[config.mk]
export PLATFORM = sky130hd
export DESIGN_NAME = gun_shot_detector_flat
export DESIGN_NICKNAME = d
export VERILOG_FILES = /design/src/rtl/gun_shot_detector_if.sv /design/src/rtl/gun_shot_detector.sv /design/src/flat_wrapper.sv
export SDC_FILE = /design/constraint.sdc
export NUM_CORES = 1
export LEC_CHECK = 0
export ABC_AREA = 0
export BUFFER_PORTS_ARGS = -buffer_cell sky130_fd_sc_hd__buf_2
export CAP_MARGIN = 20
export CORE_MARGIN = 2
export CORE_UTILIZATION = 50
export DETAILED_ROUTE_END_ITERATION = 8
export HOLD_SLACK_MARGIN = 0.02
export PLACE_DENSITY = 0.67
export SLEW_MARGIN = 10
export SYNTH_ARGS = -nofsm -noshare
export SYNTH_HDL_FRONTEND = slang
export SYNTH_SLANG_ARGS = --single-unit
[constraint.sdc]
create_clock -name clk -period 4.2 [get_ports clk]
set_clock_uncertainty 0.15 [all_clocks]
set_input_delay 0.84 -clock clk [delete_from_list [all_inputs] [get_ports clk]]
set_output_delay 0.84 -clock clk [all_outputs]
set_load 0.01 [all_outputs]
[src/rtl/gun_shot_detector_if.sv]
// Pin and handshake bundle between the light-gun front end and its neighbours.
// The detector connects through the slave modport; stimulus or game-side logic uses master.
interface gun_shot_detector_if;
  logic gun_trigger;
  logic gun_photodetector;
  logic frame_start;
  logic flash_black;
  logic flash_target;
  logic shot_valid;
  logic shot_hit;
  logic busy;

  modport master (
    output gun_trigger,
    output gun_photodetector,
    output frame_start,
    input  flash_black,
    input  flash_target,
    input  shot_valid,
    input  shot_hit,
    input  busy
  );

  modport slave (
    input  gun_trigger,
    input  gun_photodetector,
    input  frame_start,
    output flash_black,
    output flash_target,
    output shot_valid,
    output shot_hit,
    output busy
  );
endinterface

[src/rtl/gun_shot_detector.sv]
// Duck Hunt light-gun front end: pin conditioning, flash-frame sequencing and hit/miss verdict.
// Optional macro GUN_CHEAT_GUARD_EN adds the black frame that rejects ambient/lamp light.
module gun_shot_detector #(
  parameter int unsigned DEBOUNCE_CYCLES   = 650000,
  parameter int unsigned DETECT_MIN_CYCLES = 64,
  parameter int unsigned COOLDOWN_FRAMES   = 15
) (
  input logic            clk,
  input logic            rst,
  gun_shot_detector_if.slave gun
);

  localparam int unsigned DB_W = (DEBOUNCE_CYCLES > 0) ? $clog2(DEBOUNCE_CYCLES + 1) : 1;
  localparam int unsigned LC_W = (DETECT_MIN_CYCLES > 0) ? $clog2(DETECT_MIN_CYCLES + 1) : 1;
  localparam int unsigned CD_W = (COOLDOWN_FRAMES > 1) ? $clog2(COOLDOWN_FRAMES) : 1;

  localparam logic [DB_W-1:0] DB_MAX  = DB_W'(DEBOUNCE_CYCLES);
  localparam logic [LC_W-1:0] LC_MAX  = LC_W'(DETECT_MIN_CYCLES);
  localparam logic [CD_W-1:0] CD_LAST = CD_W'((COOLDOWN_FRAMES > 0) ? COOLDOWN_FRAMES - 1 : 0);

  typedef enum logic [2:0] {
    IDLE,
    ARM,
`ifdef GUN_CHEAT_GUARD_EN
    BLACK,
`endif
    TARGET,
    REPORT,
    COOLDOWN
  } state_t;

  state_t state, state_n;

  // ---------------------------------------------------------------------------
  // Input synchronisers
  // ---------------------------------------------------------------------------
  logic trig_meta, trig_sync;
  logic pd_meta, pd_sync;

  always_ff @(posedge clk) begin
    if (rst) begin
      trig_meta <= 1'b1;
      trig_sync <= 1'b1;
      pd_meta   <= 1'b0;
      pd_sync   <= 1'b0;
    end else begin
      trig_meta <= gun.gun_trigger;
      trig_sync <= trig_meta;
      pd_meta   <= gun.gun_photodetector;
      pd_sync   <= pd_meta;
    end
  end

  // ---------------------------------------------------------------------------
  // Trigger debounce
  // ---------------------------------------------------------------------------
  logic [DB_W-1:0] db_cnt;
  logic            trig_stable;
  logic            trig_stable_q;
  logic            press;

  always_ff @(posedge clk) begin
    if (rst) begin
      db_cnt        <= '0;
      trig_stable   <= 1'b1;
      trig_stable_q <= 1'b1;
    end else begin
      trig_stable_q <= trig_stable;
      if (trig_sync == trig_stable) begin
        db_cnt <= '0;
      end else if (db_cnt == DB_MAX) begin
        trig_stable <= trig_sync;
        db_cnt      <= '0;
      end else begin
        db_cnt <= db_cnt + DB_W'(1);
      end
    end
  end

  // Active-low trigger: a press is the stable level falling 1 -> 0.
  assign press = trig_stable_q & ~trig_stable;

  // ---------------------------------------------------------------------------
  // Shot sequencer
  // ---------------------------------------------------------------------------
  logic [LC_W-1:0] light_cnt, light_cnt_n, light_inc;
  logic            light_full;
  logic [CD_W-1:0] cd_cnt, cd_cnt_n;
  logic            hit_n;
`ifdef GUN_CHEAT_GUARD_EN
  logic            black_lit, black_lit_n;
`endif

  // The increment includes the current cycle, so the frame_start cycle itself is counted.
  always_comb begin
    light_inc  = (pd_sync && (light_cnt != LC_MAX)) ? light_cnt + LC_W'(1) : light_cnt;
    light_full = (light_inc == LC_MAX);
  end

  always_comb begin
    state_n     = state;
    light_cnt_n = light_cnt;
    cd_cnt_n    = cd_cnt;
    hit_n       = 1'b0;
`ifdef GUN_CHEAT_GUARD_EN
    black_lit_n = black_lit;
`endif
    case (state)
      IDLE: begin
        light_cnt_n = '0;
        if (press) state_n = ARM;
      end
      ARM: begin
        light_cnt_n = '0;
        if (gun.frame_start) begin
`ifdef GUN_CHEAT_GUARD_EN
          state_n = BLACK;
`else
          state_n = TARGET;
`endif
        end
      end
`ifdef GUN_CHEAT_GUARD_EN
      BLACK: begin
        light_cnt_n = light_inc;
        if (gun.frame_start) begin
          black_lit_n = light_full;
          light_cnt_n = '0;
          state_n     = TARGET;
        end
      end
`endif
      TARGET: begin
        light_cnt_n = light_inc;
        if (gun.frame_start) begin
`ifdef GUN_CHEAT_GUARD_EN
          hit_n = light_full & ~black_lit;
`else
          hit_n = light_full;
`endif
          light_cnt_n = '0;
          state_n     = REPORT;
        end
      end
      REPORT: begin
        cd_cnt_n = '0;
        state_n  = (COOLDOWN_FRAMES == 0) ? IDLE : COOLDOWN;
      end
      COOLDOWN: begin
        if (gun.frame_start) begin
          if (cd_cnt == CD_LAST) state_n = IDLE;
          else                   cd_cnt_n = cd_cnt + CD_W'(1);
        end
      end
      default: state_n = IDLE;
    endcase
  end

  // Outputs are registered from the next state so they line up exactly with the state register.
  always_ff @(posedge clk) begin
    if (rst) begin
      state            <= IDLE;
      light_cnt        <= '0;
      cd_cnt           <= '0;
`ifdef GUN_CHEAT_GUARD_EN
      black_lit        <= 1'b0;
`endif
      gun.flash_target <= 1'b0;
      gun.shot_valid   <= 1'b0;
      gun.shot_hit     <= 1'b0;
      gun.busy         <= 1'b0;
    end else begin
      state            <= state_n;
      light_cnt        <= light_cnt_n;
      cd_cnt           <= cd_cnt_n;
`ifdef GUN_CHEAT_GUARD_EN
      black_lit        <= black_lit_n;
`endif
      gun.flash_target <= (state_n == TARGET);
      gun.shot_valid   <= (state_n == REPORT);
      gun.busy         <= (state_n != IDLE);
      if (state == TARGET && state_n == REPORT) gun.shot_hit <= hit_n;
    end
  end

`ifdef GUN_CHEAT_GUARD_EN
  always_ff @(posedge clk) begin
    if (rst) gun.flash_black <= 1'b0;
    else     gun.flash_black <= (state_n == BLACK);
  end
`else
  assign gun.flash_black = 1'b0;
`endif

endmodule

[src/flat_wrapper.sv]
// flat-port wrapper written by rule: the top's interface ports become plain ports
module gun_shot_detector_flat 
#(
  parameter int unsigned DEBOUNCE_CYCLES   = 650000,
  parameter int unsigned DETECT_MIN_CYCLES = 64,
  parameter int unsigned COOLDOWN_FRAMES   = 15
)
  (clk, rst, gun_gun_trigger, gun_gun_photodetector, gun_frame_start, gun_flash_black, gun_flash_target, gun_shot_valid, gun_shot_hit, gun_busy);
  gun_shot_detector_if gun_i ();
  input logic clk;
  input logic rst;
  input wire logic [$bits(gun_i.gun_trigger)-1:0] gun_gun_trigger;
  input wire logic [$bits(gun_i.gun_photodetector)-1:0] gun_gun_photodetector;
  input wire logic [$bits(gun_i.frame_start)-1:0] gun_frame_start;
  output wire logic [$bits(gun_i.flash_black)-1:0] gun_flash_black;
  output wire logic [$bits(gun_i.flash_target)-1:0] gun_flash_target;
  output wire logic [$bits(gun_i.shot_valid)-1:0] gun_shot_valid;
  output wire logic [$bits(gun_i.shot_hit)-1:0] gun_shot_hit;
  output wire logic [$bits(gun_i.busy)-1:0] gun_busy;
  assign gun_i.gun_trigger = gun_gun_trigger;
  assign gun_i.gun_photodetector = gun_gun_photodetector;
  assign gun_i.frame_start = gun_frame_start;
  assign gun_flash_black = gun_i.flash_black;
  assign gun_flash_target = gun_i.flash_target;
  assign gun_shot_valid = gun_i.shot_valid;
  assign gun_shot_hit = gun_i.shot_hit;
  assign gun_busy = gun_i.busy;
  gun_shot_detector #(.DEBOUNCE_CYCLES(DEBOUNCE_CYCLES), .DETECT_MIN_CYCLES(DETECT_MIN_CYCLES), .COOLDOWN_FRAMES(COOLDOWN_FRAMES)) u_core (.clk(clk), .rst(rst), .gun(gun_i));
endmodule
-- After elaboration in Yosys (flattened, before gate mapping)
Cells that the tools add are included.
- bits in registers: 44
- bits of input ports: 5
- $add $sub $neg: 3
- equality and inequality tests: 13
- muxes and demuxes: 14
- bitwise gates (word level): 3
- reduce and logical (&&, ||, !) cells: 10
- operator list (operator ; count):
    20-bit by 1-bit adder with 20-bit output, second input constant ; 1
    20-bit equality test, second input constant ; 1
    3-bit 2-to-1 mux ; 5
    3-bit case mux with 5 select lines ; 1
    7-bit 2-to-1 mux ; 2
    7-bit case mux with 2 select lines ; 1
    3-bit by 2-bit equality test with 1-bit output, second input constant ; 4
    4-bit 2-to-1 mux ; 2
    4-bit case mux with 2 select lines ; 1
    7-bit by 1-bit adder with 7-bit output, second input constant ; 1
    7-bit equality test, second input constant ; 1
    7-bit != test, second input constant ; 1
    4-bit by 1-bit adder with 4-bit output, second input constant ; 1
    4-bit equality test, second input constant ; 1
    2-bit != test, second input constant ; 2
    2-bit nonzero test ; 2
    3-bit by 1-bit equality test with 1-bit output, second input constant ; 1
    3-bit equality test, second input constant ; 1
    3-bit zero test ; 1
    3-bit AND reduction ; 1
    3-bit nonzero test ; 1
    3-bit OR reduction ; 1
    1-bit logical AND ; 2
    1-bit 2-to-1 mux ; 2
    5 further kinds ; 6

-- Longest topological paths before layout
Gate-level depths: netlist of run 1.
- depth in word-level cells: 6
- gate-level depth with buffers: 6

-- Worst setup path after synthesis of run 1
Ideal clock, no wire load.
- path kind: input to register
- start: in gun_frame_start
- end: reg u_core.light_cnt[6]
- arrival time: 2215 ps
- required time: 3980 ps
- slack: 1765 ps
- stages: 5
- path buffers: 2
- path through: buf_6 -> or4b_1 -> buf_2 -> or4_1 -> a21oi_1
- longest elaborated chain between the ends: 2
- ends and longest elaborated chain (element ; line ; RTL):
    start: declaration ; flat_wrapper.sv:14 ; input wire logic [$bits(gun_i.frame_start)-1:0] gun_frame_start;
    7-bit 2-to-1 mux ; gun_shot_detector.sv:135 ; if (gun.frame_start) begin
    7-bit case mux with 2 select lines ; gun_shot_detector.sv:108 ; case (state)
    end signal: assignment ; gun_shot_detector.sv:174 ; light_cnt <= light_cnt_n;
    end: declaration ; gun_shot_detector.sv:86 ; logic [LC_W-1:0] light_cnt, light_cnt_n, light_inc;
No other way between the ends.
A chain may end at the register's enable or synchronous reset.

-- Worst setup path in the final report of run 1
Same ends and word-level chain as after synthesis.

==> summary.txt, run 1 <==
Run status
  – Outcome: complete, no violations

Synth
  – Cell area after synthesis: between 2000 and 2500 um2
  – Nets in the synthesized netlist: 269
  – Number of synthesis warnings: 0
  – Flops & latches, synth: 44
  – Async set-reset flop share out of synthesis: 0%
  – Average cell area after synthesis: between 8 and 9 um2
  – Cell count after synthesis: about 260
  – Count of cell types in the netlist: 48
  – Seq/Total Area, Yosys: about two fifths
  – Primary flip-flop cell chosen by synthesis mapping: sky130_fd_sc_hd__dfxtp_1
  – Count of flip-flops with a built-in enable after synthesis: 0

Setup path
  – Type of the worst setup path: in2reg
  – Critical Path Start Type: input port
  – Data required time at the worst endpoint: 4.27 ns
  – Largest driver fanout on the critical path: 8
  – Worst endpoint data arrival time: ~2.3 ns
  – Endpoint kind of the worst setup timing path: flip-flop

Timing
  – Final-layout setup total negative slack: 0 ns
  – Slew Limit Fails: 0
  – Share of the clock period used by the worst path: 54.05%
  – Endpoints failing setup: 0
  – Fmax achieved: roughly 440 MHz
  – PnR worst setup slack: around 1.9 ns
  – Final critical path time including I/O delays and setup: 2.270 ns
  – Total count of hold-check failures in the final report: 0
  – Transition time of the tightest slew-check pin: roughly 0.6 ns
  – Worst hold margin: between 0.2 and 0.3 ns
  – Unrepaired setup endpoints after global routing: false
  – Slew margin rel.: between 50% and 60%

Drt
  – Detailed-route wire length: slightly below 4 mm
  – Post-DR wirelength/cell: 12.84 um
  – Iteration count of the initial detailed-routing pass: 4
  – DRC violation total after the first TritonRoute iteration: 140
  – Detailed-route vias per instance: between 5 and 6
  – Vias: 1746
  – Residual antenna-violating net count after detailed routing: 0
  – Post-route DRC: 0

Power and ir drop
  – Largest vdd supply drop: ~0.00038 V
  – Power, Total: ~0.74 mW
  – Power density relative to cell area: 319.6 nW/um2
  – Standby leakage power: between 0.7 and 0.8 nW

Cells and area
  – ANT cells: 0
  – Nets: between 200 and 300
  – Layout filler cell count: between 400 and 500
  – Final design instance area without fill: roughly 2300 um2
  – Area of combinational cells with multiple inputs: 1159 um2
  – Area delta synth->final: 5.825%
  – Sequential cell area: just under 900 um2
  – Fraction of final layout cells with drive strength greater than 1: 9.766%

Clocking
  – Clock insertion delay at the later pin of the skew report: about 0.29 ns
  – Post-CTS setup buffer count: 0
  – H-tree level count: 2
  – Clock input transition at the sequential cells of the worst setup and hold paths: roughly 0.080 ns
  – Count of clock tree sinks: 44
  – Number of hold buffers added after CTS: 0
  – Cts bufs inserted: 5
  – Count of cells resized by post-cts repair: 0
  – Maximum number of buffers from clock root to sink: 2
  – Clock root buffer: sky130_fd_sc_hd__clkbuf_8
  – Clock tree from TritonCTS: yes

Placement
  – Number of buffers added on ports: 8
  – HPWL reported at the end of detailed placement: about 2.7 mm
  – Total cell area at the placement stage: roughly 2200 um2
  – Worst setup timing slack at the placement stage: ~1.7 ns
  – Final RePlAce weighted congestion: 0.7940

Global route
  – Maximum number of pins on one net before global-route repair: 21
  – First-pass GRT wire length: ~7 mm
  – Total routing usage reported by global routing: ~18%
  – Initial antenna violation count: 0
  – Number of global-route vias before repair: between 1.5k and 2k
  – GRT Residual Overflow: 0

Flow run
  – Number of violations of the max-capacitance limit: 0

Floorplanning
  – Horizontal die dimension: approximately 70 um
  – Area of the core: approximately 4300 um2
  – Die outline area: slightly below 5000 um2
  – Row count: 24
  – Number of top-level design ports: 10
  – Starting density of the core: between 50% and 60%
  – Height of the chip: 70.20 um

Hold path
  – Path category of the worst min-delay check: reg2reg
-- metal layers --
layer	vias up	track usage, %	part of all wire (%)
met2	24	29.10	47
met4	0	7.479	1.5
met5	-	0	0
met1	796	22.60	49
met3	6	4.040	3.0
li1	920	-	-
-- critical path: stages --
cell                      delay (ns)
sky130_fd_sc_hd__buf_2          0.14
sky130_fd_sc_hd__or4b_1         0.67
sky130_fd_sc_hd__or4_1          0.54
sky130_fd_sc_hd__a21oi_1        0.15
-- flip-flops by register name (all words and copies together), names as in the netlist --
signal,flops
u_core.trig_stable,1
u_core.gun.busy,1
u_core.pd_sync,1
u_core.gun.shot_hit,1
u_core.db_cnt,20
u_core.trig_meta,1
u_core.light_cnt,7
u_core.gun.flash_target,1
u_core.trig_stable_q,1
u_core.trig_sync,1
u_core.gun.shot_valid,1
u_core.state,3
u_core.pd_meta,1
u_core.cd_cnt,4
-- worst paths after layout --
kind,start,end,slack (ns),cells after the start
max reg2reg,u_core.state[1],u_core.light_cnt[6],2.18,3
max,gun_frame_start,u_core.light_cnt[6],1.93,4
min reg2reg,u_core.trig_meta,u_core.trig_sync,0.27,1
min,u_core.trig_meta,u_core.trig_sync,0.27,1
-- synth_stat cells (2+ instances only) --
cell,count,area (um2)
sky130_fd_sc_hd__xnor2_1,8,70.07
sky130_fd_sc_hd__nor3_1,3,15.01
sky130_fd_sc_hd__o32ai_1,2,17.52
sky130_fd_sc_hd__o311ai_0,2,17.52
sky130_fd_sc_hd__nor2_1,20,75.07
sky130_fd_sc_hd__inv_1,18,67.56
sky130_fd_sc_hd__a311oi_1,2,17.52
sky130_fd_sc_hd__or4_1,8,60.06
sky130_fd_sc_hd__nand2_1,14,52.55
sky130_fd_sc_hd__and4_1,2,17.52
sky130_fd_sc_hd__or3_1,4,25.02
sky130_fd_sc_hd__a21o_1,3,22.52
sky130_fd_sc_hd__nor4_1,5,31.28
sky130_fd_sc_hd__xor2_1,6,52.55
sky130_fd_sc_hd__o211ai_1,3,22.52
sky130_fd_sc_hd__dfxtp_1,44,880.8
sky130_fd_sc_hd__o21ai_0,8,40.04
sky130_fd_sc_hd__o31ai_1,8,60.06
sky130_fd_sc_hd__nor2b_1,3,18.77
sky130_fd_sc_hd__nand3_1,15,75.07
sky130_fd_sc_hd__nand4b_1,2,17.52
sky130_fd_sc_hd__mux2i_1,3,30.03
sky130_fd_sc_hd__or2_2,6,37.54
sky130_fd_sc_hd__nand4_1,7,43.79
sky130_fd_sc_hd__buf_2,6,30.03
sky130_fd_sc_hd__a31oi_1,2,12.51
sky130_fd_sc_hd__nor3b_1,3,22.52
sky130_fd_sc_hd__a21oi_1,19,95.09
sky130_fd_sc_hd__clkbuf_1,8,30.03
sky130_fd_sc_hd__ha_1,6,75.07
-- cell usage in the layout, fill, tap and decap left out, types with 7 or more instances in the layout --
cell                       n
sky130_fd_sc_hd__dfxtp_1  44
sky130_fd_sc_hd__nor2_1   20
sky130_fd_sc_hd__a21oi_1  19
sky130_fd_sc_hd__inv_1    18
sky130_fd_sc_hd__nand3_1  15
sky130_fd_sc_hd__nand2_1  14
sky130_fd_sc_hd__xnor2_1   8
sky130_fd_sc_hd__o21ai_0   8
sky130_fd_sc_hd__o31ai_1   8
sky130_fd_sc_hd__or4_1     8
sky130_fd_sc_hd__buf_2     8
sky130_fd_sc_hd__nand4_1   7
-- layout make-up --
class	instances	share of cell area [%]
clock buffer	5	2.968
timing repair buffer	9	2.051
sequential	44	37.99
clock inverter	1	1.295
tap	52	2.806
inverter	18	2.914
multi-input combinational	179	49.97
-- power breakdown --
| group | switching [mW] | total (mW) | leakage (nW) | internal, mW |
|---|---|---|---|---|
| registers | 0.00167 | 0.420 | 0.355 | 0.419 |
| logic | 0.00904 | 0.0134 | 0.382 | 0.00436 |
| clock network | 0.136 | 0.307 | 0.0501 | 0.171 |
-- cell families after synthesis --
logic type	count (synthesis)	synth area share [%]
compound gates	52	15.13
xor+xnor	14	5.597
simple gates	103	27.18
buf+inv	35	6.910
flops	44	40.21
fa+ha+maj	6	3.427
mux	3	1.371
other cells	1	0.1712
-- metrics by stage --
step                      utilization, %  std cells
final                              53.99        308
after global routing               53.99        308
after CTS                          53.99        308
after detailed placement           51.69        302
after global placement             51.69        302
after floorplan                        -        258
(Power assumes the default switching activity.)
==> run 2: changes to the inputs <==
Settings changed: PLACE_DENSITY 0.67 to 0.7.
Clock period 4.2 ns to 2 ns, I/O delays scaled along.
==> summary.txt, run 2 (synthesis gave the netlist of run 1 again) <==
Global route
  – First-pass GRT wire length: 7.341 mm (+3.0%)
  – GRT Residual Overflow: 0 (unchanged)
  – Gr busiest metal: met2
  – Total routing usage reported by global routing: 18.49% (+0.69 points)
  – Number of global-route vias before repair: 1695 (+4.0%)
  – Met1 demand-to-capacity share in global routing: 22.83% (+0.24 points)
  – Initial antenna violation count: 0 (unchanged)
  – Maximum number of pins on one net before global-route repair: 21 (unchanged)
  – Met3 track demand over resource in global routing: 5.339% (+1.3 points)
  – Global routing met2 resource utilization: 30.26% (+1.2 points)

Hold path
  – Path category of the worst min-delay check: in2reg

Drt
  – Detailed-route wire length: 4.200 mm (+6.2%)
  – Residual antenna-violating net count after detailed routing: 0 (unchanged)
  – Post-route DRC: 0 (unchanged)
  – Iteration count of the initial detailed-routing pass: 4 (unchanged)
  – Detailed-route vias per instance: 5.691 (+0.39%)
  – DRC violation total after the first TritonRoute iteration: 114 (-19%)
  – Post-DR wirelength/cell: 12.84 um (about the same)
  – Vias: 1861 (+6.6%)

Timing
  – Unrepaired setup endpoints after global routing: false
  – PnR worst setup slack: 0.1111 ns (-1.819 ns)
  – Final-layout setup total negative slack: 0 ns (unchanged)
  – Worst hold margin: 0.1286 ns (-0.1385 ns)
  – Total count of hold-check failures in the final report: 0 (unchanged)
  – Slew Limit Fails: 0 (unchanged)
  – Final critical path time including I/O delays and setup: about 1.9 ns
  – Share of the clock period used by the worst path: between 90 and 100%
  – Endpoints failing setup: 0 (unchanged)
  – Fmax achieved: 529.4 MHz

Placement
  – HPWL reported at the end of detailed placement: 3.023 mm (+10%)
  – Final RePlAce weighted congestion: 0.8044 (+1.3%)
  – Number of buffers added on ports: 8 (unchanged)
  – Placed cell count: 319 (+5.6%)
  – Worst setup timing slack at the placement stage: -0.01280 ns (-1.667 ns)

Floorplanning
  – Starting density of the core: 51.02% (unchanged)
  – Height of the chip: 70.20 um (unchanged)
  – Die outline area: 4927 um2 (unchanged)
  – Number of top-level design ports: 10 (unchanged)
  – Horizontal die dimension: 70.20 um (unchanged)
  – Area of the core: 4294 um2 (unchanged)
  – Row count: 24 (unchanged)

Power and ir drop
  – Standby leakage power: 0.8873 nW (+13%)
  – Sequential fraction of design power: 54.0% (-2.7 points)
  – Largest vdd supply drop: 0.0004438 V (+17%)
  – Power, Total: 1.635 mW (+120%)
  – Internal power: 1.301 mW (+120%)
  – Combinational cell fraction of total power: 2.0% (+0.2 points)
  – Sw power: 0.3341 mW (+130%)
  – Power density relative to cell area: 660.2 nW/um2 (+110%)
  – Switching part of the total: 20.44% (+0.59 points)
  – Part of the total power dissipated in the clock network: 44.0% (+2.5 points)

Cells and area
  – Biggest register: u_core.db_cnt
  – Most common cell after layout, fill and taps aside: sky130_fd_sc_hd__dfxtp_1
  – Nets: 285 (+6.3%)
  – Registers with the most flip-flops: u_core.db_cnt x20, u_core.light_cnt x7, u_core.cd_cnt x4
  – Most frequent cells in the layout: sky130_fd_sc_hd__dfxtp_1, sky130_fd_sc_hd__nor2_1, sky130_fd_sc_hd__a21oi_1
  – Area delta synth->final: 13.02%
  – Final cell count without fillers: 327 (+6.2%)
  – ANT cells: 0 (unchanged)
  – Number of flip-flops in the largest register: 20 (unchanged)
  – Fraction of final layout cells with drive strength greater than 1: 17.09% (+7.3 points)
  – Layout filler cell count: 388 (-5.8%)

Clocking
  – H-tree level count: 2 (unchanged)
  – Post-CTS setup buffer count: 0 (unchanged)
  – Clock tree from TritonCTS: yes
  – Clock root buffer: sky130_fd_sc_hd__clkbuf_8
  – Clock input transition at the sequential cells of the worst setup and hold paths: 0.08 ns (about the same)
  – Cts bufs inserted: 5 (unchanged)
  – Maximum number of buffers from clock root to sink: 2 (unchanged)
  – Count of clock tree sinks: 44 (unchanged)
  – Clock insertion delay at the later pin of the skew report: 0.30 ns (about the same)

Setup path
  – Type of the worst setup path: reg2reg
  – Data required time at the worst endpoint: 2.08 ns (-2.19 ns)
  – Worst endpoint data arrival time: 1.97 ns (-0.37 ns)
  – Critical Path Start Type: flip-flop
  – Endpoint kind of the worst setup timing path: flip-flop
  – Largest driver fanout on the critical path: 4 (-4)

Flow run
  – Number of violations of the max-capacitance limit: 0 (unchanged)

Run status
  – Outcome: complete, no violations
-- run 2: changes by cell type in the layout (fill, tap and decap cells not counted), sizes merged --
cell	delta
buf	+17
clkbuf	+1
clkinv	+1
-- run 2: final cells by class --
class | count | area [um2] | share of cell area (%)
Sequential cell | 44 | 883.3 | 35.67
Inverter | 18 | 67.56 | 2.729
Clock inverter | 2 | 38.79 | 1.566
Clock buffer | 6 | 82.58 | 3.335
Timing Repair Buffer | 26 | 175.2 | 7.074
Multi-Input combinational cell | 179 | 1164 | 46.99
Tap cell | 52 | 65.06 | 2.628
-- run 2: power by group through the flow --
stage                     Combinational, mW  Sequential, mW  Clock [mW]
after global routing                 0.0365           0.884       0.780
final                                0.0324           0.883       0.719
after CTS                            0.0324           0.883       0.748
after floorplan                      0.0227           0.902           0
after global placement               0.0326           0.904           0
after detailed placement             0.0323           0.904           0
-- run 2: routing by layer --
metal | vias up | share of wire (%)
met3 | 6 | 4.0
met4 | 0 | 1.5
met1 | 871 | 48
li1 | 950 | -
met2 | 34 | 46
met5 | - | 0
-- run 2: per-stage QoR --
stage | instance area [um2] | util (%)
global placement | 2347 | 54.66
CTS | 2469 | 57.49
global route | 2476 | 57.66
finish | 2476 | 57.66
floorplan | 2191 | -
detailed placement | 2347 | 54.66
-- run 2: worst paths after layout --
path | startpoint | end | slack [ns] | depth (start not counted)
max reg2reg | u_core.db_cnt[1] | u_core.db_cnt[18] | 0.11 | 5
min reg2reg | u_core.trig_meta | u_core.trig_sync | 0.27 | 1
min | gun_gun_trigger | u_core.trig_meta | 0.13 | 2
max | u_core.db_cnt[1] | u_core.db_cnt[18] | 0.11 | 5
-- run 2: repair_timing --
item	CTS	global route
endpoints found under the setup margin	0	6
hold buffers	0	0
gates resized for setup	0	3
-- run 2: worst max-delay path, cell delays in order (launching register included) --
cell                      delay, ns
sky130_fd_sc_hd__dfxtp_1       0.40
sky130_fd_sc_hd__ha_1          0.20
sky130_fd_sc_hd__and4_2        0.27
sky130_fd_sc_hd__nand3_1       0.15
sky130_fd_sc_hd__or4_1         0.52
sky130_fd_sc_hd__a21oi_1       0.14
